[config.mk]
export PLATFORM = sky130hd
export DESIGN_NAME = comb_sweep_ctrl
export DESIGN_NICKNAME = d
export VERILOG_FILES = /design/src/rtl/comb_sweep_ctrl.sv
export SDC_FILE = /design/constraint.sdc
export NUM_CORES = 1
export LEC_CHECK = 0
export BUFFER_PORTS_ARGS = -buffer_cell sky130_fd_sc_hd__buf_2
export CELL_PAD_IN_SITES_DETAIL_PLACEMENT = 0
export CELL_PAD_IN_SITES_GLOBAL_PLACEMENT = 1
export CORE_ASPECT_RATIO = 1.4
export CORE_MARGIN = 5
export CORE_UTILIZATION = 41
export DETAILED_ROUTE_END_ITERATION = 6
export PLACE_DENSITY = 0.83
export REMOVE_ABC_BUFFERS = 1
export SYNTH_ARGS = -nofsm -noshare
export SYNTH_HDL_FRONTEND = slang
export SYNTH_SLANG_ARGS = --single-unit
[constraint.sdc]
create_clock -name clk -period 3.55 [get_ports clk]
set_input_delay 0.1775 -clock clk [delete_from_list [all_inputs] [get_ports clk]]
set_output_delay 0.1775 -clock clk [all_outputs]
set_load 0.03 [all_outputs]
[src/rtl/comb_sweep_ctrl.sv]
// Sweeps a 4-input combinational unit through all 16 input vectors, captures
// both outputs as truth tables and scores them against start-time expected masks.
module comb_sweep_ctrl #(
  parameter int SETTLE = 2
) (
  input  logic        clk,
  input  logic        rst,
  input  logic        start,
  input  logic [15:0] exp_f1,
  input  logic [15:0] exp_f2,
  input  logic        f1,
  input  logic        f2,
  output logic        a,
  output logic        b,
  output logic        c,
  output logic        d,
  output logic        busy,
  output logic        done,
  output logic [15:0] tt_f1,
  output logic [15:0] tt_f2,
  output logic [5:0]  err_cnt,
  output logic        pass
);

  if (SETTLE < 1 || SETTLE > 15) begin : g_bad_settle
    $error("comb_sweep_ctrl: SETTLE must be in 1..15");
  end

  typedef enum logic [1:0] {S_IDLE, S_SETTLE, S_CAPTURE, S_DONE} state_t;

  localparam logic [3:0] WLAST = 4'(SETTLE - 1);

  state_t      state;
  logic [3:0]  idx;
  logic [3:0]  wcnt;
  logic [15:0] exp1_q;
  logic [15:0] exp2_q;
  logic [1:0]  miss;

  // Per-vector mismatch contribution: 0..2, added into a 6-bit count that tops out at 32.
  assign miss = {1'b0, f1 != exp1_q[idx]} + {1'b0, f2 != exp2_q[idx]};

  always_ff @(posedge clk or posedge rst) begin
    if (rst) begin
      state        <= S_IDLE;
      idx          <= '0;
      wcnt         <= '0;
      exp1_q       <= '0;
      exp2_q       <= '0;
      {a, b, c, d} <= '0;
      busy         <= 1'b0;
      done         <= 1'b0;
      tt_f1        <= '0;
      tt_f2        <= '0;
      err_cnt      <= '0;
      pass         <= 1'b0;
    end else begin
      done <= 1'b0;
      case (state)
        S_IDLE: begin
          if (start) begin
            exp1_q       <= exp_f1;
            exp2_q       <= exp_f2;
            tt_f1        <= '0;
            tt_f2        <= '0;
            err_cnt      <= '0;
            pass         <= 1'b0;
            idx          <= '0;
            wcnt         <= '0;
            {a, b, c, d} <= '0;
            busy         <= 1'b1;
            state        <= S_SETTLE;
          end
        end
        S_SETTLE: begin
          wcnt <= wcnt + 4'd1;
          if (wcnt == WLAST) state <= S_CAPTURE;
        end
        S_CAPTURE: begin
          tt_f1[idx] <= f1;
          tt_f2[idx] <= f2;
          err_cnt    <= err_cnt + {4'b0, miss};
          if (idx == 4'd15) begin
            busy  <= 1'b0;
            done  <= 1'b1;
            state <= S_DONE;
          end else begin
            idx          <= idx + 4'd1;
            wcnt         <= '0;
            {a, b, c, d} <= idx + 4'd1;
            state        <= S_SETTLE;
          end
        end
        S_DONE: begin
          // err_cnt already includes the last vector here.
          pass  <= (err_cnt == 6'd0);
          state <= S_IDLE;
        end
        default: state <= S_IDLE;
      endcase
    end
  end

endmodule
Word-level counts from Yosys, hierarchy flattened
Cells that the tools add are included.
- add/subtract/negate cells: 4
- mux-type cells: 37
- magnitude comparators: 2
- reduce and logical (&&, ||, !) cells: 13
- eq/ne operators: 11
- operators by type and width (cell ; count):
    $pmux W16 S2 ; 2
    $bwmux W16 ; 2
    $mux W16 ; 1
    $mux W1 ; 12
    $mux W4 ; 3
    $pmux W1 S2 ; 6
    $pmux W4 S3 ; 1
    $pmux W6 S2 ; 1
    $reduce_and A3 Y1 ; 3
    $add A4 B1 Y4 const B ; 2
    $bmux W1 S4 ; 2
    $ne A2 B2 Y1 const B ; 4
    $pmux W2 S4 ; 1
    $pmux W4 S2 ; 1
    $reduce_and A2 Y1 ; 4
    $add A6 B2 Y6 ; 1
    $logic_not A6 Y1 ; 1
    $mux W2 ; 3
    $mux W6 ; 1
    $lt A4 B5 Y1 const B ; 1
    $demux W1 S4 ; 1
    $eq A2 B2 Y1 const B ; 2
    $eq A4 B1 Y1 const B ; 1
    $eq A4 B4 Y1 const B ; 1
    8 further kinds ; 10
- logic and storage cells: 82
- register bits after elaboration: 87
- output and inout port bits: 45

Logic depth before layout (Yosys ltp)
Gate-level depths: netlist (run 1).
- word-level depth: 6
- depth in mapped cells: 9

Least setup slack after synthesis (run 1)
Ideal clock, no wire load.
- path type: reg-to-reg
- start point: register, netlist name c
- end point: register err_cnt[4]
- library setup time: 0.132 ns
- path buffers: 1
- data arrival time: 2.793 ns
- cell stages (with the launch flop): 10
- clock period less this slack: 2.925 ns
- setup slack: 0.625 ns
- path through: dfrtp_1 -> buf_6 -> mux4_1 -> mux4_2 -> xnor2_1 -> fa_1 -> ha_1 -> nand4_1 -> xor2_1 -> nor2_1
- RTL lines (element ; line ; RTL):
    to (signal assigned) ; 82 ; err_cnt <= err_cnt + {4'b0, miss};
    to (decl) ; 21 ; output logic [5:0] err_cnt,

==> results of run 1 <==
## cell type report
| class | count | share of cell area (%) |
|---|---|---|
| clock buffers | 12 | 5.448 |
| clock inverters | 3 | 0.3319 |
| inverters | 7 | 0.6084 |
| multi-input cells | 290 | 35.29 |
| flip-flops and latches | 83 | 45.91 |
| well taps | 107 | 2.959 |
| repair buffers | 84 | 9.458 |
## metal layers
layer  vias to the layer above  global-route usage, %
met2                       109                  27.35
met1                      1443                  20.80
met4                         0                  7.523
met5                         -                      0
li1                       1466                      -
met3                        14                  4.869
## worst reg2reg max path: cells and delay by family (launching register included)
family                   cells  cell delay [ns]
flip-flops                   1             0.69
XOR/XNOR                     2             0.34
multiplexers                 2             1.11
AND/OR/NAND/NOR              2             0.17
adder cells (fa/ha/maj)      2             0.65
## per-stage QoR
| stage | hold WS (ns) | cell area (um2) | total power [W] | utilization, % | setup WS, ns |
|---|---|---|---|---|---|
| after detailed placement | 0.3701 | 4263 | 0.001316 | 47.21 | 0.4327 |
| after global placement | 0.3700 | 4263 | 0.001308 | 47.21 | 0.5489 |
| after CTS | 0.01366 | 4524 | 0.002162 | 50.11 | 0.4104 |
| final | 0.02286 | 4524 | 0.002143 | 50.11 | 0.4569 |
| after global routing | 0.02057 | 4524 | 0.002226 | 50.11 | 0.2932 |
| after floorplan | 0.2829 | 3697 | 0.001207 | - | 0.5097 |
## state kept, by name (all words and copies together) (netlist names)
signal / cells
exp2_q: 16
d: 1
err_cnt: 6
wcnt: 4
tt_f2: 16
pass: 1
tt_f1: 16
busy: 1
state: 2
exp1_q: 16
b: 1
idx: 1
done: 1
c: 1
## how the worst max path moves through the flow
stage,end,slack [ns]
floorplan,err_cnt[4],0.51
global placement,err_cnt[4],0.55
detailed placement,err_cnt[4],0.43
CTS,err_cnt[4],0.41
global route,err_cnt[4],0.29
finish,err_cnt[4],0.46
## cells in the mapped netlist (2+ instances only)
master	count
nand2b_1	3
a22o_1	4
ha_1	7
mux4_1	6
or3_1	2
nand2_1	162
nand3_1	10
nand3b_1	3
nor2_1	19
and2_1	2
nand4_1	3
mux4_2	4
xor2_1	5
xnor2_1	2
mux2i_1	2
clkbuf_1	18
o21ai_0	39
dfrtp_1	83
nor3_1	3
inv_1	7
## cell families (layout without fill, tap and decap cells)
logic type,count (synthesis),after routing,share of synthesized area (%)
AND/OR/NAND/NOR,212,212,22.90
flip-flops,83,83,55.00
AO/OA/AOI/OAI,51,51,7.754
buffers and inverters,26,106,2.783
multiplexers,12,12,7.091
adder cells (fa/ha/maj),8,8,2.849
XOR/XNOR,7,7,1.624
## power by group through the flow
stage          clock network, W  registers, W  logic [W]
6_report               0.000846       0.00105   0.000250
2_1_floorplan                 0       0.00113  0.0000725
4_1_cts                0.000862       0.00104   0.000256
3_5_place_dp                  0       0.00106   0.000256
5_1_grt                0.000901       0.00105   0.000273
3_3_place_gp                  0       0.00106   0.000249
==> impl_metrics.py, run 1 <==
metrics = {
    "outcome": {
        "outcome": "finished clean",
    },
    "worst_setup_path": {
        "endpoint_kind": "register",
        "cp_max_fo": 13,
        "r2r_cells": 8,
        "worstSetupStartpoint": "c",
        "critPathTopFamily": "multiplexers",
        "cp-start-kind": "register",
        "slowest_stage": "dfrtp_1",
        "timing_worst_setup_path_type": "reg -> reg",
        "r2r_slack_ns": 0.46,
        "critical_path.cell_chain": "mux4_1 > mux4_2 > xnor2_1 > fa_1 > ha_1 > nand4_1 > xor2_1 > nor2_1",
        "timing.rr.end": "err_cnt[4]",
        "arrival_ns": 3.31,
        "crit_cells": 8,
        "max_stage_delay_ns": 0.69,
        "required_ns": 3.77,
        "r2r_start": "c",
        "critPathBufInv": 0,
    },
    "global_route": {
        "overflow": 0,
        "grt_pass1_vias": 3023,
        "grt_max_degree": 65,
        "antenna_found_initial": 0,
        "grt_use_total_pct": 16.81,
        "grt_first_pass_wirelength_mm": 14.91,
    },
    "pwr": {
        "netSwitchingFraction_pct": 27.32,
        "p_leak_nw": 2.341,
        "switchingPower_w": 0.0005854,
        "sequentialPowerShare_pct": 48.8,
        "internal_power_w": 0.001557,
        "combinationalPowerShare_pct": 11.7,
        "p_clk_share_pct": 39.5,
        "ir_drop_mv": 0.2586,
        "powerDensity_mw_per_mm2": 473.6,
    },
    "logic_synthesis": {
        "synthArstFlopShare_pct": 100.0,
        "synth_edf_count": 0,
        "ys.flop_type": "dfrtp_1",
        "avgSynthCellArea_um2": 9.464,
        "synth-seq-cells": 83,
        "yosys.area.top_type": "dfrtp_1",
        "ys_warn_count": 0,
        "synth_area_leaders": "dfrtp_1, nand2_1, o21ai_0, mux4_1, mux4_2",
        "yosysSeqAreaShare_pct": 55.00,
        "synth_top_area_share_pct": 55.00,
        "yosysUniqueCellTypes": 35,
        "syn_inst": 399,
        "netlist_area_mm2": 0.003776,
    },
    "routing": {
        "wl_mm": 8.891,
        "wl_met3_um": 602,
        "wl_per_cell_um": 15.17,
        "drc": 0,
        "met2WireLength_mm": 4.334,
        "via_count": 3032,
        "drtIter0Drc": 133,
        "first_pass_iters": 7,
        "via_per_inst": 5.174,
        "drt-met1-wl_mm": 3.757,
        "drtAntennaViolNets": 0,
        "top_layer_used": "met4",
    },
    "placement": {
        "dp_cells": 571,
        "globalplace.congestion": 0.7748,
        "place.port_buffers": 81,
        "hpwl_mm": 6.264,
    },
    "clock_tree": {
        "cts.sinks": 83,
        "ctsHtreeMaxLevel": 3,
        "cts_resized": 0,
        "clkTransAtPathRegs_ns": 0.06,
        "clk_latency_ns": 0.34,
        "cts_setup_buffers": 0,
        "cts_buffer_depth": 2,
        "cts-root-buf": "clkbuf_16",
        "cts_tree": "done",
        "hold_buffers": 0,
        "numCtsBuffers": 9,
    },
    "cells_and_area": {
        "final_cell_mix": "nand2_1, dfrtp_1, buf_2, o21ai_0, nor2_1",
        "layout.cells.non_filler": 586,
        "final_layout_size_suffix_gt1_share_pct": 22.13,
        "area.sequential_mm2": 0.002077,
        "multi_input_comb_area_mm2": 0.001597,
        "fill_cells": 856,
        "diodes": 0,
        "final_common_cell": "nand2_1",
        "nets": 520,
        "syn_to_final_growth_pct": 19.81,
    },
    "min_path": {
        "worstHoldEndpoint": "exp2_q[0]",
        "hold_depth": 3,
        "worstHoldStart": "exp_f2[0]",
        "hp-class": "in -> reg",
    },
    "sta": {
        "max_freq_mhz": 323.3,
        "hold_viol": 0,
        "relSlewSlack_pct": 22.18,
        "setup_viol": 0,
        "fin_crit_ns": 3.093,
        "rsz0062_at_grt": "no",
        "fin_crit_sh_pct": 87.13,
        "finalMaxSlewViolations": 0,
        "setup_tns_ns": 0,
        "fin_skew_ns": 0.004830,
        "tightest_slew_ns": 1.163,
    },
    "floorplan": {
        "fp.dieW_um": 91.11,
        "die_area_mm2": 0.01126,
        "num_rows": 41,
        "start_util_pct": 41.82,
        "core_mm2": 0.009029,
        "die_h_um": 123.6,
        "io_pins": 82,
    },
    "job": {
        "maxCapViolCount": 0,
    },
}
No activity file was read; power rests on OpenSTA's default activity.
==> run 2, diff against run 1 <==
--- a/config.mk
+++ b/config.mk
@@ -9,10 +9,10 @@
 export CELL_PAD_IN_SITES_DETAIL_PLACEMENT = 0
 export CELL_PAD_IN_SITES_GLOBAL_PLACEMENT = 1
 export CORE_ASPECT_RATIO = 1.4
-export CORE_MARGIN = 5
 export CORE_UTILIZATION = 41
 export DETAILED_ROUTE_END_ITERATION = 6
 export PLACE_DENSITY = 0.83
+export RECOVER_POWER = 50
 export REMOVE_ABC_BUFFERS = 1
 export SYNTH_ARGS = -nofsm -noshare
 export SYNTH_HDL_FRONTEND = slang
==> run 2 against run 1 <==
Effect of this change:
- the flow now finishes with violations (capacitance limit, slew limit)
- die area shrank 15%
- register-to-register slack lost 0.07 ns
- clock skew grew 0.0012 ns
- non-clock buffer count is the same
- via count shrank 1.6%
- fmax shrank 2.3%
- clock power grew 32%
- critical path type unchanged
- critical endpoint unchanged
- largest cell class unchanged
- highest routed layer unchanged
==> impl_metrics.py, run 2 (same netlist as run 1, synthesis figures left out) <==
metrics = {
    "floorplan": {
        "core_mm2": 0.008977,
        "num_rows": 41,
        "io_pins": 82,
        "start_util_pct": 42.06,
        "die_area_mm2": 0.009603,
        "fp.dieW_um": 83.11,
        "die_h_um": 115.6,
    },
    "global_route": {
        "overflow": 0,
        "grtUsageMet3_pct": 4.986,
        "grt_busiest_layer": "met2",
        "use_met2_pct": 30.55,
        "grt_pass1_vias": 2931,
        "met1_usage_pct": 23.68,
        "grt_max_degree": 58,
        "grt_first_pass_wirelength_mm": 14.16,
        "antenna_found_initial": 0,
        "grt_use_total_pct": 18.90,
    },
    "job": {
        "maxCapViolCount": 1,
    },
    "cells_and_area": {
        "syn_to_final_growth_pct": 21.14,
        "final_layout_size_suffix_gt1_share_pct": 15.00,
        "final_common_cell": "nand2_1",
        "fill_cells": 865,
        "nets": 520,
        "final_cell_mix": "nand2_1, dfrtp_1, buf_2, o21ai_0, clkbuf_1",
        "diodes": 0,
    },
    "worst_setup_path": {
        "r2r_slack_ns": 0.38,
        "endpoint": "err_cnt[4]",
        "cp_max_fo": 13,
        "r2r_cells": 8,
        "worstSetupStartpoint": "c",
        "timing_worst_setup_path_type": "reg -> reg",
        "r2r_start": "c",
        "timing.rr.end": "err_cnt[4]",
        "arrival_ns": 3.37,
        "cp-start-kind": "register",
        "endpoint_kind": "register",
        "required_ns": 3.75,
    },
    "sta": {
        "fin_crit_sh_pct": 89.16,
        "fin_crit_ns": 3.165,
        "finalMaxSlewViolations": 58,
        "max_freq_mhz": 315.9,
        "tightest_slew_ns": 2.491,
        "holdWs_ns": 0.02717,
        "hold_viol": 0,
        "setup_viol": 0,
        "fin_skew_ns": 0.005983,
        "setup_tns_ns": 0,
        "relSlewSlack_pct": -66.98,
        "rsz0062_at_grt": "no",
    },
    "clock_tree": {
        "cts_tree": "done",
        "cts_buffer_depth": 2,
        "hold_buffers": 0,
        "cts_setup_buffers": 0,
        "cts_resized": 0,
        "clkTransAtPathRegs_ns": 0.06,
        "clk_latency_ns": 0.34,
        "cts-root-buf": "clkbuf_16",
        "cts.sinks": 83,
        "ctsHtreeMaxLevel": 3,
        "numCtsBuffers": 9,
    },
    "pwr": {
        "p_clk_share_pct": 46.3,
        "combinationalPowerShare_pct": 10.4,
        "netSwitchingFraction_pct": 24.32,
        "switchingPower_w": 0.0005870,
        "powerDensity_mw_per_mm2": 527.6,
        "sequentialPowerShare_pct": 43.3,
        "p_leak_nw": 2.270,
        "internal_power_w": 0.001827,
        "ir_drop_mv": 0.2397,
    },
    "placement": {
        "hpwl_mm": 5.844,
        "globalplace.congestion": 0.7812,
        "place.port_buffers": 81,
    },
    "outcome": {
        "outcome": "complete, but fails checks",
        "violations": "capacitance limit, slew limit",
    },
    "routing": {
        "wl_per_cell_um": 14.32,
        "drtAntennaViolNets": 0,
        "drc": 0,
        "via_per_inst": 5.083,
        "first_pass_iters": 4,
        "via_count": 2984,
        "drtIter0Drc": 134,
        "wl_mm": 8.408,
    },
    "min_path": {
        "worstHoldStart": "exp_f1[8]",
        "hp-class": "in -> reg",
    },
}
-- run 2: changes by cell type in the layout (fill, tap and decap cells not counted) --
cell        delta
buf_2         -34
buf_4          -1
bufinv_16      +4
clkbuf_1      +35
clkbuf_8       -1
clkinv_2       -3
clkinvlp_2     +1
-- run 2: cell type report --
class	count	area [um2]	area share (%)
Sequential cell	83	2077	45.40
Multi-Input combinational cell	290	1597	34.90
Timing Repair Buffer	84	381.6	8.342
Clock buffer	11	232.7	5.088
Tap cell	107	133.9	2.927
Clock inverter	5	125.1	2.735
Inverter	7	27.53	0.6018
-- run 2: worst min path at each step --
stage                 endpoint  cells past startpoint
finish               exp1_q[8]                      3
global route         exp2_q[6]                      3
CTS                  exp2_q[3]                      3
detailed placement   exp2_q[3]                      3
global placement    exp2_q[11]                      3
floorplan            exp1_q[0]                      2
-- run 2: per-stage QoR --
stage	utilization, %	std cells	power (W)	instance area [um2]	worst slack, ns
floorplan	-	380	0.001207	3697	0.5097
global placement	47.48	571	0.001307	4263	0.5350
detailed placement	47.48	571	0.001318	4263	0.3834
CTS	51.47	587	0.002443	4621	0.3528
global route	50.95	587	0.002510	4574	0.1963
finish	50.95	587	0.002414	4574	0.3849
-- run 2: power by group through the flow --
| stage | registers, W | logic (W) | clock network (W) |
|---|---|---|---|
| after floorplan | 0.00113 | 0.0000725 | 0 |
| after global placement | 0.00106 | 0.000247 | 0 |
| after detailed placement | 0.00106 | 0.000259 | 0 |
| after CTS | 0.00104 | 0.000259 | 0.00114 |
| after global routing | 0.00105 | 0.000274 | 0.00118 |
| final | 0.00104 | 0.000252 | 0.00112 |
-- run 2: worst max-delay path, stage by stage (launching register included) --
cell and delay, ns:
dfrtp_1 0.70, mux4_1 0.64, mux4_2 0.48, xnor2_1 0.17
fa_1 0.44, ha_1 0.23, nand4_1 0.11, xor2_1 0.18
nor2_1 0.07
-- run 2: routing by layer --
| metal | wire [um] | up-vias |
|---|---|---|
| met4 | 181 | 0 |
| li1 | - | 1470 |
| met1 | 3741 | 1409 |
| met2 | 4038 | 90 |
| met3 | 447 | 15 |
| met5 | 0 | - |
==> run 3, diff against run 2 <==
--- a/config.mk
+++ b/config.mk
@@ -6,10 +6,10 @@
 export NUM_CORES = 1
 export LEC_CHECK = 0
 export BUFFER_PORTS_ARGS = -buffer_cell sky130_fd_sc_hd__buf_2
-export CELL_PAD_IN_SITES_DETAIL_PLACEMENT = 0
-export CELL_PAD_IN_SITES_GLOBAL_PLACEMENT = 1
+export CELL_PAD_IN_SITES_DETAIL_PLACEMENT = 1
+export CELL_PAD_IN_SITES_GLOBAL_PLACEMENT = 2
 export CORE_ASPECT_RATIO = 1.4
-export CORE_UTILIZATION = 41
+export CORE_UTILIZATION = 33
 export DETAILED_ROUTE_END_ITERATION = 6
 export PLACE_DENSITY = 0.83
 export RECOVER_POWER = 50
==> run 3 against run 2 <==
Effect of this change:
- the flow still finishes with violations (capacitance limit, slew limit)
- die area grew 24%
- fmax up 1.1%
- register-to-register slack improved by 0.04 ns
- critical path type unchanged
==> impl_metrics.py, run 3 (same netlist as run 1, synthesis figures left out) <==
metrics = {
    "routing": {
        "via_count": 3071,
        "wl_mm": 9.750,
        "first_pass_iters": 4,
        "drtAntennaViolNets": 0,
        "drtIter0Drc": 116,
        "drc": 0,
        "wl_per_cell_um": 15.73,
        "via_per_inst": 4.953,
    },
    "sta": {
        "relSlewSlack_pct": -80.02,
        "setup_tns_ns": 0,
        "setup_viol": 0,
        "tightest_slew_ns": 2.685,
        "rsz0062_at_grt": "no",
        "fin_crit_sh_pct": 88.15,
        "finalMaxSlewViolations": 61,
        "max_freq_mhz": 319.6,
        "fin_skew_ns": 0.004736,
        "holdWs_ns": 0.02588,
        "hold_viol": 0,
        "fin_crit_ns": 3.129,
    },
    "outcome": {
        "outcome": "complete, but fails checks",
        "violations": "capacitance limit, slew limit",
    },
    "worst_setup_path": {
        "cp-start-kind": "register",
        "max_stage_delay_ns": 0.70,
        "critPathBufInv": 0,
        "arrival_ns": 3.35,
        "critical_path.cell_chain": "mux4_1 > mux4_2 > xnor2_1 > fa_1 > ha_1 > nand4_1 > xor2_1 > nor2_1",
        "endpoint_kind": "register",
        "critPathTopFamily": "multiplexers",
        "timing_worst_setup_path_type": "reg -> reg",
        "cp_max_fo": 13,
        "slowest_stage": "dfrtp_1",
        "required_ns": 3.77,
    },
    "placement": {
        "hpwl_mm": 6.889,
        "globalplace.congestion": 0.7485,
        "place.port_buffers": 81,
    },
    "cells_and_area": {
        "finish.utilization_pct": 41.32,
        "diodes": 0,
        "nets": 520,
        "fill_cells": 1326,
        "final_cell_mix": "nand2_1, dfrtp_1, buf_2, o21ai_0, clkbuf_1",
        "syn_to_final_growth_pct": 20.15,
        "final_layout_size_suffix_gt1_share_pct": 14.61,
        "final_common_cell": "nand2_1",
    },
    "clock_tree": {
        "hold_buffers": 0,
        "cts.sinks": 83,
        "clkTransAtPathRegs_ns": 0.06,
        "cts_tree": "done",
        "cts_setup_buffers": 0,
        "cts_resized": 0,
        "clk_latency_ns": 0.34,
        "numCtsBuffers": 9,
        "cts-root-buf": "clkbuf_16",
        "ctsHtreeMaxLevel": 3,
        "cts_buffer_depth": 2,
    },
    "floorplan": {
        "die_area_mm2": 0.01188,
        "die_h_um": 128.6,
        "start_util_pct": 34.39,
        "num_rows": 45,
        "fp.dieW_um": 92.41,
        "io_pins": 82,
        "core_mm2": 0.01098,
    },
    "global_route": {
        "grt_max_degree": 61,
        "grt_pass1_vias": 3269,
        "grt_first_pass_wirelength_mm": 16.30,
        "overflow": 0,
        "antenna_found_initial": 0,
        "grt_use_total_pct": 17.95,
    },
    "job": {
        "maxCapViolCount": 1,
    },
    "pwr": {
        "p_leak_nw": 2.230,
        "ir_drop_mv": 0.2399,
        "powerDensity_mw_per_mm2": 481.8,
    },
    "min_path": {
        "hp-class": "in -> reg",
    },
}
run 3: cell types whose count changed in the layout (fill, tap and decap cells not counted):
cell / previous run / this run
clkinv_2: 1 / 2
buf_2: 47 / 45
clkbuf_8: 0 / 3
bufinv_16: 4 / 0
clkbuf_1: 37 / 38
run 3: worst min-delay path: cells and delay by family:
kind	cells	cell delay, ns
buf+inv	1	0.07
simple gates	2	0.08
run 3: cell type report:
type                    instances  area, um2  share of cell area, %
clock buffers                  13      270.3                  5.957
clock inverters                 2      10.01                 0.2206
inverters                       7      27.53                 0.6067
multi-input cells             290       1597                  35.19
flip-flops and latches         83       2077                  45.78
well taps                     141      176.4                  3.889
repair buffers                 84      379.1                  8.356
run 3: metrics by stage:
stage	cells	instance area (um2)	setup slack (ns)	power [W]
floorplan	380	3697	0.5097	0.001207
CTS	620	4586	0.3770	0.002215
finish	620	4537	0.4208	0.002186
global route	620	4537	0.2532	0.002281
detailed placement	605	4305	0.3997	0.001322
global placement	605	4305	0.5223	0.001312
run 3: report_power, final:
part / switching (W) / internal [W]
registers: 0.0000577 / 0.000990
clock network: 0.000363 / 0.000525
logic: 0.000172 / 0.0000775
total: 0.000593 / 0.00159
run 3: final timing paths:
kind,start,endpoint,slack [ns],depth (start not counted)
max,c,err_cnt[4],0.42,8
min,exp_f2[11],exp2_q[11],0.03,3
max reg2reg,c,err_cnt[4],0.42,8
min reg2reg,exp2_q[11],exp2_q[11],0.47,2
max in group asynchronous,rst,tt_f2[5],0.94,3
min in group asynchronous,rst,wcnt[1],0.58,2
run 3: layer usage:
metal | part of all wire, % | track usage (%) | vias to the layer above
li1 | - | - | 1464
met2 | 51 | 30.76 | 78
met3 | 4.3 | 4.137 | 16
met1 | 43 | 21.46 | 1513
met5 | 0 | 0 | -
met4 | 2.3 | 7.904 | 0
